$ cat src/rtl/mem_contention_pkg.sv
// Shared types and constants for the tile-to-DRAM contention arbiter.
// The token level register is exposed to software at CSR_TOKEN_LEVEL.
package mem_contention_pkg;

   typedef enum logic {
      IDLE  = 1'b0,
      ISSUE = 1'b1
   } state_t;

   localparam int         TOKEN_W_DEF     = 16;
   localparam logic [7:0] CSR_TOKEN_LEVEL = 8'hD8;

   // A single tile still needs a 1-bit id field.
   function automatic int tid_w(input int n);
      return (n > 1) ? $clog2(n) : 1;
   endfunction

endpackage

$ cat src/rtl/mem_token_bucket.sv
// Token bucket: periodic refill, debit per grant, clamp to ceiling; one-cycle update latency.
// No backpressure; the caller only debits when tokens >= debit, so the sum never goes negative.
module mem_token_bucket #(
   parameter int                 TOKEN_W    = 16,
   parameter logic [TOKEN_W-1:0] TOKEN_INIT = '1
) (
   input  logic               clk,
   input  logic               rst_n,
   input  logic               debit_valid,
   input  logic [TOKEN_W-1:0] debit_len,
   input  logic [TOKEN_W-1:0] cfg_refill,
   input  logic [15:0]        cfg_period,
   input  logic [TOKEN_W-1:0] cfg_token_max,
   output logic [TOKEN_W-1:0] token_level
);

   logic [15:0]        refill_cnt;
   logic               refill_evt;
   logic [TOKEN_W+1:0] token_sum;
   logic [TOKEN_W-1:0] token_d;

   // >= rather than == so a period shortened on the fly cannot strand the counter.
   assign refill_evt = (cfg_period == 16'd0) || (refill_cnt >= cfg_period - 16'd1);

   always_comb begin
      token_sum = {2'b00, token_level};
      if (debit_valid) token_sum = token_sum - {2'b00, debit_len};
      if (refill_evt)  token_sum = token_sum + {2'b00, cfg_refill};
      token_d = (token_sum > {2'b00, cfg_token_max}) ? cfg_token_max : token_sum[TOKEN_W-1:0];
   end

   always_ff @(posedge clk or negedge rst_n) begin
      if (!rst_n) begin
         refill_cnt  <= '0;
         token_level <= TOKEN_INIT;
      end else begin
         refill_cnt  <= refill_evt ? 16'd0 : refill_cnt + 16'd1;
         token_level <= token_d;
      end
   end

endmodule

$ cat src/rtl/mem_contention_arbiter.sv
// Round-robin arbiter of NUM_TILES tile requests onto one DRAM port, rate-limited by a token bucket.
// Latency: req_ready at cycle N -> mem_valid at N+1; request held in ISSUE until mem_ready (max 1 grant / 2 cycles).
module mem_contention_arbiter
   import mem_contention_pkg::*;
#(
   parameter int                 NUM_TILES  = 4,
   parameter int                 ADDR_W     = 32,
   parameter int                 LEN_W      = 8,
   parameter int                 TOKEN_W    = TOKEN_W_DEF,
   parameter logic [TOKEN_W-1:0] TOKEN_INIT = 16'hFFFF,
   localparam int                TID_W      = tid_w(NUM_TILES)
) (
   input  logic                        clk,
   input  logic                        rst_n,
   input  logic [NUM_TILES-1:0]        req_valid,
   output logic [NUM_TILES-1:0]        req_ready,
   input  logic [NUM_TILES*ADDR_W-1:0] req_addr,
   input  logic [NUM_TILES*LEN_W-1:0]  req_len,
   output logic                        mem_valid,
   input  logic                        mem_ready,
   output logic [ADDR_W-1:0]           mem_addr,
   output logic [LEN_W-1:0]            mem_len,
   output logic [TID_W-1:0]            mem_tile_id,
   input  logic                        cfg_enable,
   input  logic [TOKEN_W-1:0]          cfg_refill,
   input  logic [15:0]                 cfg_period,
   input  logic [TOKEN_W-1:0]          cfg_token_max,
   output logic [TOKEN_W-1:0]          token_level,
   output logic [31:0]                 stall_cycles
);

   state_t               state_q, state_d;
   logic [TID_W-1:0]     rr_ptr;
   logic [LEN_W-1:0]     eff_len [NUM_TILES];
   logic [NUM_TILES-1:0] elig;
   logic                 win_found;
   logic [TID_W-1:0]     win_idx;
   logic                 grant;
   logic                 stall_evt;

   // Zero-length bursts are treated as one beat both for the grant and the debit.
   always_comb begin
      for (int i = 0; i < NUM_TILES; i++) begin
         eff_len[i] = (req_len[i*LEN_W +: LEN_W] == '0) ? LEN_W'(1) : req_len[i*LEN_W +: LEN_W];
         elig[i]    = req_valid[i] && (!cfg_enable || (32'(token_level) >= 32'(eff_len[i])));
      end
   end

   always_comb begin
      int idx;
      idx       = 0;
      win_found = 1'b0;
      win_idx   = '0;
      for (int k = 0; k < NUM_TILES; k++) begin
         idx = int'(rr_ptr) + k;
         if (idx >= NUM_TILES) idx = idx - NUM_TILES;
         if (!win_found && elig[idx]) begin
            win_found = 1'b1;
            win_idx   = TID_W'(idx);
         end
      end
   end

   // rst_n gate keeps req_ready low while reset is held, even though the FSM idles.
   assign grant     = rst_n && (state_q == IDLE) && win_found;
   assign stall_evt = (state_q == IDLE) && cfg_enable && (|req_valid) && !win_found;

   always_ff @(posedge clk or negedge rst_n) begin
      if (!rst_n) state_q <= IDLE;
      else        state_q <= state_d;
   end

   always_comb begin
      state_d   = state_q;
      req_ready = '0;
      mem_valid = 1'b0;
      case (state_q)
         IDLE: begin
            if (grant) begin
               req_ready = NUM_TILES'(1) << win_idx;
               state_d   = ISSUE;
            end
         end
         ISSUE: begin
            mem_valid = 1'b1;
            if (mem_ready) state_d = IDLE;
         end
         default: state_d = IDLE;
      endcase
   end

   always_ff @(posedge clk or negedge rst_n) begin
      if (!rst_n) begin
         rr_ptr      <= '0;
         mem_addr    <= '0;
         mem_len     <= '0;
         mem_tile_id <= '0;
      end else if (grant) begin
         mem_addr    <= req_addr[int'(win_idx)*ADDR_W +: ADDR_W];
         mem_len     <= eff_len[win_idx];
         mem_tile_id <= win_idx;
         rr_ptr      <= (int'(win_idx) == NUM_TILES - 1) ? '0 : win_idx + TID_W'(1);
      end
   end

   always_ff @(posedge clk or negedge rst_n) begin
      if (!rst_n)                               stall_cycles <= '0;
      else if (stall_evt && stall_cycles != '1) stall_cycles <= stall_cycles + 32'd1;
   end

   mem_token_bucket #(
      .TOKEN_W    (TOKEN_W),
      .TOKEN_INIT (TOKEN_INIT)
   ) u_token_bucket (
      .clk           (clk),
      .rst_n         (rst_n),
      .debit_valid   (grant && cfg_enable),
      .debit_len     (TOKEN_W'(eff_len[win_idx])),
      .cfg_refill    (cfg_refill),
      .cfg_period    (cfg_period),
      .cfg_token_max (cfg_token_max),
      .token_level   (token_level)
   );

endmodule

$ cat config.mk
export PLATFORM = sky130hd
export DESIGN_NAME = mem_contention_arbiter
export DESIGN_NICKNAME = d
export VERILOG_FILES = /design/src/rtl/mem_contention_pkg.sv /design/src/rtl/mem_token_bucket.sv /design/src/rtl/mem_contention_arbiter.sv
export SDC_FILE = /design/constraint.sdc
export NUM_CORES = 1
export LEC_CHECK = 0
export CAP_MARGIN = 0
export CORE_ASPECT_RATIO = 0.8
export CORE_MARGIN = 4
export CORE_UTILIZATION = 35
export CTS_CLUSTER_DIAMETER = 60
export DETAILED_ROUTE_END_ITERATION = 6
export PLACE_DENSITY = 0.67
export SLEW_MARGIN = 20
export SYNTH_ARGS = -nofsm -noshare
export SYNTH_HDL_FRONTEND = slang
export SYNTH_SLANG_ARGS = --single-unit
$ cat constraint.sdc
create_clock -name clk -period 11.3 [get_ports clk]
set_clock_uncertainty 0.1 [all_clocks]
set_input_delay 2.26 -clock clk [delete_from_list [all_inputs] [get_ports clk]]
set_output_delay 2.26 -clock clk [all_outputs]
set_load 0.01 [all_outputs]
==> results of run 1 <==
==> through the flow <==
step | cell area, sq um | utilization [%]
2_1_floorplan | 9670 | -
3_3_place_gp | 13200 | 48.4
3_5_place_dp | 13200 | 48.4
4_1_cts | 13500 | 49.5
5_1_grt | 13500 | 49.7
6_report | 13500 | 49.7
==> how the worst min path moves through the flow <==
stage,endpoint,depth (start not counted),startpoint,slack (ps)
global placement,mem_tile_id[0]$_DFFE_PN0P_,2,mem_tile_id[0]$_DFFE_PN0P_,360
detailed placement,mem_tile_id[0]$_DFFE_PN0P_,2,mem_tile_id[0]$_DFFE_PN0P_,380
finish,stall_cycles[8]$_DFFE_PN0P_,1,stall_cycles[8]$_DFFE_PN0P_,390
global route,stall_cycles[8]$_DFFE_PN0P_,1,stall_cycles[8]$_DFFE_PN0P_,410
CTS,stall_cycles[8]$_DFFE_PN0P_,1,stall_cycles[8]$_DFFE_PN0P_,390
floorplan,u_token_bucket.refill_cnt[0]$_DFF_PN0_,1,u_token_bucket.refill_cnt[0]$_DFF_PN0_,380
==> cell usage after synthesis (3+ instances only) <==
library cell / n / area (sq um)
nand3_1: 36 / 180
o31a_1: 8 / 70.1
buf_6: 4 / 45.0
a21oi_1: 25 / 125
and2_1: 3 / 18.8
o21a_1: 7 / 52.6
and4_1: 36 / 315
a211oi_1: 51 / 383
nand4_1: 15 / 93.8
or2_2: 3 / 18.8
a2111oi_0: 33 / 289
nand2_1: 46 / 173
nor3_1: 21 / 105
xnor2_1: 45 / 394
a31oi_1: 14 / 87.6
nor2_1: 109 / 409
nand3b_1: 4 / 30.0
a41oi_1: 8 / 70.1
or3_1: 3 / 18.8
mux2_2: 27 / 304
buf_4: 7 / 52.6
nor2b_1: 6 / 37.5
o31ai_1: 5 / 37.5
a221oi_1: 7 / 61.3
nand2b_1: 11 / 68.8
o211ai_1: 5 / 37.5
nor4_1: 10 / 62.6
a21o_1: 25 / 188
xor2_1: 32 / 280
ha_1: 95 / 1190
o21ai_0: 32 / 160
and3_1: 20 / 125
dfstp_2: 16 / 420
inv_1: 73 / 274
o21bai_1: 4 / 30.0
buf_2: 6 / 30.0
dfrtp_1: 93 / 2330
mux2i_1: 41 / 410
clkbuf_1: 32 / 120
==> flip-flops by register name, indices dropped and copies added, names as in the netlist <==
signal,flops
mem_addr,32
mem_len,8
mem_tile_id,2
rr_ptr,2
stall_cycles,32
state_q,1
u_token_bucket.refill_cnt,16
u_token_bucket.token_level,16
==> cells by family (layout without fill, tap and decap cells) <==
kind of cell,count (synthesis),in the layout,synth area share [%]
flops,109,109,28.4
mux,69,69,7.62
simple gates,341,341,19.1
compound gates,251,251,19.7
buf+inv,124,426,5.50
fa+ha+maj,97,97,12.7
xor+xnor,77,77,6.98
==> power by group <==
part / internal, uW / switching [uW] / total (uW) / leakage (uW)
sequential: 547 / 150 / 696 / 0.00132
combinational: 919 / 942 / 1860 / 0.00432
clock: 176 / 162 / 337 / 0.000150
total: 1640 / 1250 / 2890 / 0.00579
==> cell type report <==
| class | count | area (sq um) | area share (%) |
|---|---|---|---|
| Inverter | 74 | 280 | 2.07 |
| Timing Repair Buffer | 336 | 3320 | 24.5 |
| Tap cell | 364 | 455 | 3.37 |
| Clock inverter | 7 | 78.8 | 0.583 |
| Sequential cell | 109 | 2750 | 20.3 |
| Multi-Input combinational cell | 835 | 6420 | 47.5 |
| Clock buffer | 9 | 225 | 1.67 |
==> per-layer routing <==
metal / vias up / wire length (um) / GRT usage, %
li1: 4587 / - / -
met1: 4589 / 15600 / 29.9
met2: 302 / 15200 / 32.6
met3: 37 / 2020 / 4.48
met4: 0 / 538 / 4.65
met5: - / 0 / 0
==> repair_timing <==
| item | in CTS | in global routing |
|---|---|---|
| resized for setup | 0 | 10 |
| endpoints found under the setup margin | 0 | 16 |
| setup buffers | 0 | 2 |
==> summary.txt, run 1 <==
Run status
  • Outcome: completed

Global routing
  • First-pass GRT wire length: 51,600 um
  • Vias in the first global route: 9,356
  • Pin count of the biggest net entering global routing: 68
  • GRT Overall Usage: 20.9%
  • Initial antenna violation count: 0
  • Grt total ovfl: 0

Worst setup path
  • Slowest CP cell: o41a_1
  • Endpoint class of the critical path: flop
  • Buf+Inv Stages, Crit Path: 3
  • Slowest Stage Delay on Critical Path: 510 ps
  • Crit-path max FO: 12
  • Worst R2R Path Depth: 36
  • Reg-to-Reg Start: u_token_bucket.token_level[5]$_DFF_PN1_
  • Reg2reg end: u_token_bucket.token_level[6]$_DFF_PN1_
  • Crit-path leading delay family: compound AO/OA/AOI/OAI gates
  • Top cell by count, worst path: ha_1
  • Crit path capture: u_token_bucket.token_level[6]$_DFF_PN1_
  • Critical path launch point: req_len[26]
  • WP data arrival: 10,920 ps
  • WP data required: 11,500 ps
  • Register-to-register setup slack: 2740 ps
  • Levels on crit path: 35
  • CP Launch Type: primary input
  • Critical path class: primary input to flop

CTS
  • CTS tree: built
  • H-Tree Level Count: 3
  • Clk slew on worst S/H paths: 80 ps
  • CTS Buf Count: 9
  • Skew-Pair Late Insertion Delay: 360 ps
  • Clock sink total: 109
  • Root buf cell: clkbuf_16
  • Max clock buf depth: 2
  • Hold buffer count at CTS: 0

Timing
  • Slew Viols, Final: 0
  • Final setup margin: 575 ps
  • Max frequency: 93.2 MHz
  • Rel. slew slack: 32.2%
  • Crit path time final: 10,720 ps
  • Hold slack final: 390 ps
  • Final hold viol count: 0
  • Final setup viols: 0
  • Worst Tran Pin Value: 1020 ps
  • Final TNS setup: 0 ps
  • Crit share post-route: 94.9%

Routing
  • Final wirelength: 33,400 um
  • Vias: 9,515
  • Antenna Nets Post-Route: 0
  • DRC errors left: 0
  • WL/cell: 19.3 um
  • DR vias/cell: 5.49
  • DRT Pass-1 Iters: 5
  • Initial drt markers: 568

Synth
  • Syn Inst Count: 1,068
  • FF+latch count, synth: 109
  • Fraction of registers with async set/reset: 100%
  • Total of warnings raised by yosys: 0
  • Sequential share of the synthesized area: 28.4%
  • Mapped Nets: 1,381
  • Synth cell types: 80
  • Top FF cell, synth: dfrtp_1
  • EDFF count, synth: 0
  • Syn avg cell area: 9.05 sq um
  • Synthesized area: 9670 sq um

Job
  • Max cap viols: 0

Cells and area
  • Antenna Cells: 0
  • Area Growth Syn to Fin: 39.9%
  • Final-layout fill cell count: 2,547
  • Share of layout cells above drive strength 1: 8.54%
  • Leading cell types in the layout, fill and taps excluded: 309 x clkdlybuf4s50_1, 108 x nor2_1, 95 x ha_1
  • Fin cells: 1,734
  • # nets final: 1,678
  • Most common cell after layout, fill and taps aside: clkdlybuf4s50_1

Floorplanning
  • Core Footprint: 27,200 sq um
  • Die height: 157 um
  • Die Wd: 194 um
  • Io pins: 311
  • Rows: 54
  • Die footprint: 30,400 sq um
  • Starting Density: 35.5%

Placement
  • IO Port Bufs: 310
  • Pre-CTS WS: 105 ps
  • Final HPWL DP: 26,100 um
  • Gpl congestion: 0.910
  • Post-placement cell count: 1,716

Pwr
  • Leak: 0.00579 uW
  • Tot Pwr: 2890 uW
  • VDD IR max: 0.114 mV
  • PwrDens: 214 nW/um^2

Hold path
  • Worst min path class: flop to flop
(Power assumes the default switching activity.)
==> inputs of run 2 (changes only) <==
--- a/config.mk
+++ b/config.mk
@@ -9,10 +9,11 @@
 export CORE_ASPECT_RATIO = 0.8
 export CORE_MARGIN = 4
 export CORE_UTILIZATION = 35
-export CTS_CLUSTER_DIAMETER = 60
+export CTS_CLUSTER_DIAMETER = 200
 export DETAILED_ROUTE_END_ITERATION = 6
 export PLACE_DENSITY = 0.67
 export SLEW_MARGIN = 20
 export SYNTH_ARGS = -nofsm -noshare
 export SYNTH_HDL_FRONTEND = slang
+export SYNTH_HIERARCHICAL = 1
 export SYNTH_SLANG_ARGS = --single-unit
==> run 2 against run 1 <==
Critical path depth up 3. Fmax up 0.12%. Via count up 4.2%. Combinational power up 4%.
==> summary.txt, run 2 <==
Synth
  • EDFF count, synth: 0
  • Synth cell types: 83
  • Syn Inst Count: 1,158
  • Synth top area cells: dfrtp_1 23%, ha_1 13%, mux2i_1 4.6%, a21o_1 4.2%, dfstp_2 4.2%
  • Sequential share of the synthesized area: 27.3%
  • Top cells by count, synth: 105 x ha_1, 93 x dfrtp_1, 92 x inv_1
  • Area share of the largest cell type after synthesis: 23.1%
  • FF+latch count, synth: 109
  • Synthesized area: 10,100 sq um
  • Cell taking the most area after synthesis: dfrtp_1
  • Total of warnings raised by yosys: 6
  • Syn avg cell area: 8.69 sq um
  • Top FF cell, synth: dfrtp_1
  • Fraction of registers with async set/reset: 100%
  • Count leader, synth: ha_1

Timing
  • Crit path time final: 10,710 ps
  • Final TNS setup: 0 ps
  • Slew Viols, Final: 0
  • Hold slack final: 390 ps
  • Worst Tran Pin Value: 849 ps
  • Crit share post-route: 94.8%
  • Final hold viol count: 0
  • RSZ-0062 raised after global routing: no
  • Final setup viols: 0
  • Rel. slew slack: 43.4%
  • Max frequency: 93.4 MHz

CTS
  • Clk slew on worst S/H paths: 80 ps
  • Skew-Pair Late Insertion Delay: 360 ps
  • Root buf cell: clkbuf_16
  • CTS Buf Count: 9
  • H-Tree Level Count: 3
  • Max clock buf depth: 2
  • CTS tree: built
  • Clock sink total: 109

Routing
  • DR vias/cell: 5.42
  • DRC errors left: 0
  • DRT Pass-1 Iters: 5
  • Vias: 9,915
  • WL/cell: 19.5 um
  • Initial drt markers: 675
  • Final wirelength: 35,800 um
  • Antenna Nets Post-Route: 0

Global routing
  • Vias in the first global route: 9,674
  • First-pass GRT wire length: 55,100 um
  • Grt total ovfl: 0
  • Pin count of the biggest net entering global routing: 79
  • GRT Overall Usage: 21.8%
  • Initial antenna violation count: 3

Cells and area
  • Area Growth Syn to Fin: 37.9%
  • Regs by FF count: mem_addr (32), stall_cycles (32)
  • Fin cells: 1,830
  • Util after Layout: 49.1%
  • Share of layout cells above drive strength 1: 7.13%
  • # nets final: 1,777
  • Most common cell after layout, fill and taps aside: clkdlybuf4s50_1
  • Finished Cell Area: 13,900 sq um
  • Leading cell types in the layout, fill and taps excluded: 309 x clkdlybuf4s50_1, 105 x ha_1, 93 x dfrtp_1

Worst setup path
  • Crit-path leading delay family: compound AO/OA/AOI/OAI gates
  • Reg-to-Reg Start: u_token_bucket/token_level[5]$_DFF_PN1_
  • WP data required: 11,490 ps
  • CP Launch Type: primary input
  • Worst R2R Path Depth: 35
  • Endpoint class of the critical path: flop
  • Critical path class: primary input to flop
  • WP data arrival: 10,900 ps
  • Levels on crit path: 38
  • Buf+Inv Stages, Crit Path: 5
  • Register-to-register setup slack: 2670 ps
  • Slowest CP cell: a2111oi_0
  • Slowest Stage Delay on Critical Path: 540 ps
  • Reg2reg end: u_token_bucket/token_level[14]$_DFF_PN1_
  • Crit-path max FO: 20

Placement
  • Post-placement cell count: 1,812
  • Gpl congestion: 0.924
  • Final HPWL DP: 28,500 um
  • Cell Area, Placed: 13,600 sq um
  • IO Port Bufs: 310

Pwr
  • P_int: 1620 uW
  • Leak: 0.00614 uW
  • VDD IR max: 0.120 mV
  • Sequential share of power: 23.3%
  • PwrDens: 213 nW/um^2
  • Comb pwr share: 65.4%
  • Switch share: 45.2%
  • Sw Pwr: 1330 uW
  • Clock network fraction of total power: 11.3%

Floorplanning
  • Core Footprint: 28,300 sq um
  • Die footprint: 31,600 sq um
  • Io pins: 311
  • Rows: 55
  • Die height: 160 um
  • Die Wd: 198 um
  • Starting Density: 35.6%

Hold path
  • Hold endpoint: stall_cycles[5]$_DFFE_PN0P_
  • Hold path start: stall_cycles[5]$_DFFE_PN0P_
  • Worst min path class: flop to flop
  • Hold depth: 1

Job
  • Max cap viols: 0

Run status
  • Outcome: completed
-- run 2: cell count changes in the layout (fill, tap and decap cells not counted), sizes merged, moves of 32 or more --
cell / delta
a21oi: +37
o221ai: +42
and4: -32
nand2: +40
a211oi: -44
nor2: -35
-- run 2: per-layer routing --
layer  track usage (%)  vias to the layer above  part of all wire (%)
met5                 0                        -                 0.084
met4              6.79                        4                   3.0
met1              30.8                     4716                    46
met3              5.32                       69                   6.8
li1                  -                     4802                     -
met2              32.8                      324                    44
-- run 2: logic make-up (layout without fill, tap and decap cells) --
logic type	after synthesis	after routing	synth area share, %
other	1	9	0.0372
adders and majority gates	107	107	13.4
AOI/OAI and AO/OA	295	295	20.7
muxes	77	77	8.38
xor gates and xnor gates	81	81	7.05
DFF	109	109	27.3
buffers and inverters	145	439	6.03
and+or+nand+nor	343	343	17.0
-- run 2: worst register-to-register path: cells and delay by family, from the launching register on --
kind,cells,cell delay (ps)
DFF,1,690
and+or+nand+nor,8,1330
adders and majority gates,5,1560
xor gates and xnor gates,2,230
AOI/OAI and AO/OA,14,3180
buffers and inverters,3,540
muxes,3,910
-- run 2: power groups by stage --
stage / Clock [uW] / Combinational [uW] / Sequential [uW]
after floorplan: 0 / 1220 / 688
after detailed placement: 0 / 1900 / 694
after global routing: 359 / 2110 / 710
final: 334 / 1930 / 689
after CTS: 347 / 1910 / 688
after global placement: 0 / 1860 / 693
-- run 2: how the worst max path moves through the flow --
| stage | startpoint | to | slack, ps |
|---|---|---|---|
| CTS | req_len[25] | u_token_bucket/token_level[15]$_DFF_PN1_ | 420 |
| global route | req_len[25] | u_token_bucket/token_level[15]$_DFF_PN1_ | 10 |
| finish | req_len[25] | u_token_bucket/token_level[14]$_DFF_PN1_ | 590 |
| floorplan | req_len[12] | u_token_bucket/token_level[14]$_DFF_PN1_ | 1570 |
| global placement | req_len[25] | u_token_bucket/token_level[14]$_DFF_PN1_ | 210 |
| detailed placement | req_len[25] | u_token_bucket/token_level[14]$_DFF_PN1_ | 30 |
-- run 2: what timing repair did --
item | CTS | global route
setup buffers | 0 | 1
hold buffers | 0 | 0
setup endpoints to repair | 0 | 16
resized for setup | 0 | 0
-- run 2: through the flow --
stage          power (uW)  worst slack [ps]
2_1_floorplan        1900              1570
3_3_place_gp         2560               211
3_5_place_dp         2590              30.0
4_1_cts              2940               423
5_1_grt              3180              11.1
6_report             2950               588
-- run 2: layout make-up --
type | instances | area, sq um
tap | 370 | 463
timing repair buffer | 329 | 3260
multi-input combinational | 911 | 6760
inverter | 94 | 353
antenna | 1 | 2.50
fill | 2687 | 14400
clock inverter | 7 | 77.6
clock buffer | 9 | 225
sequential | 109 | 2750
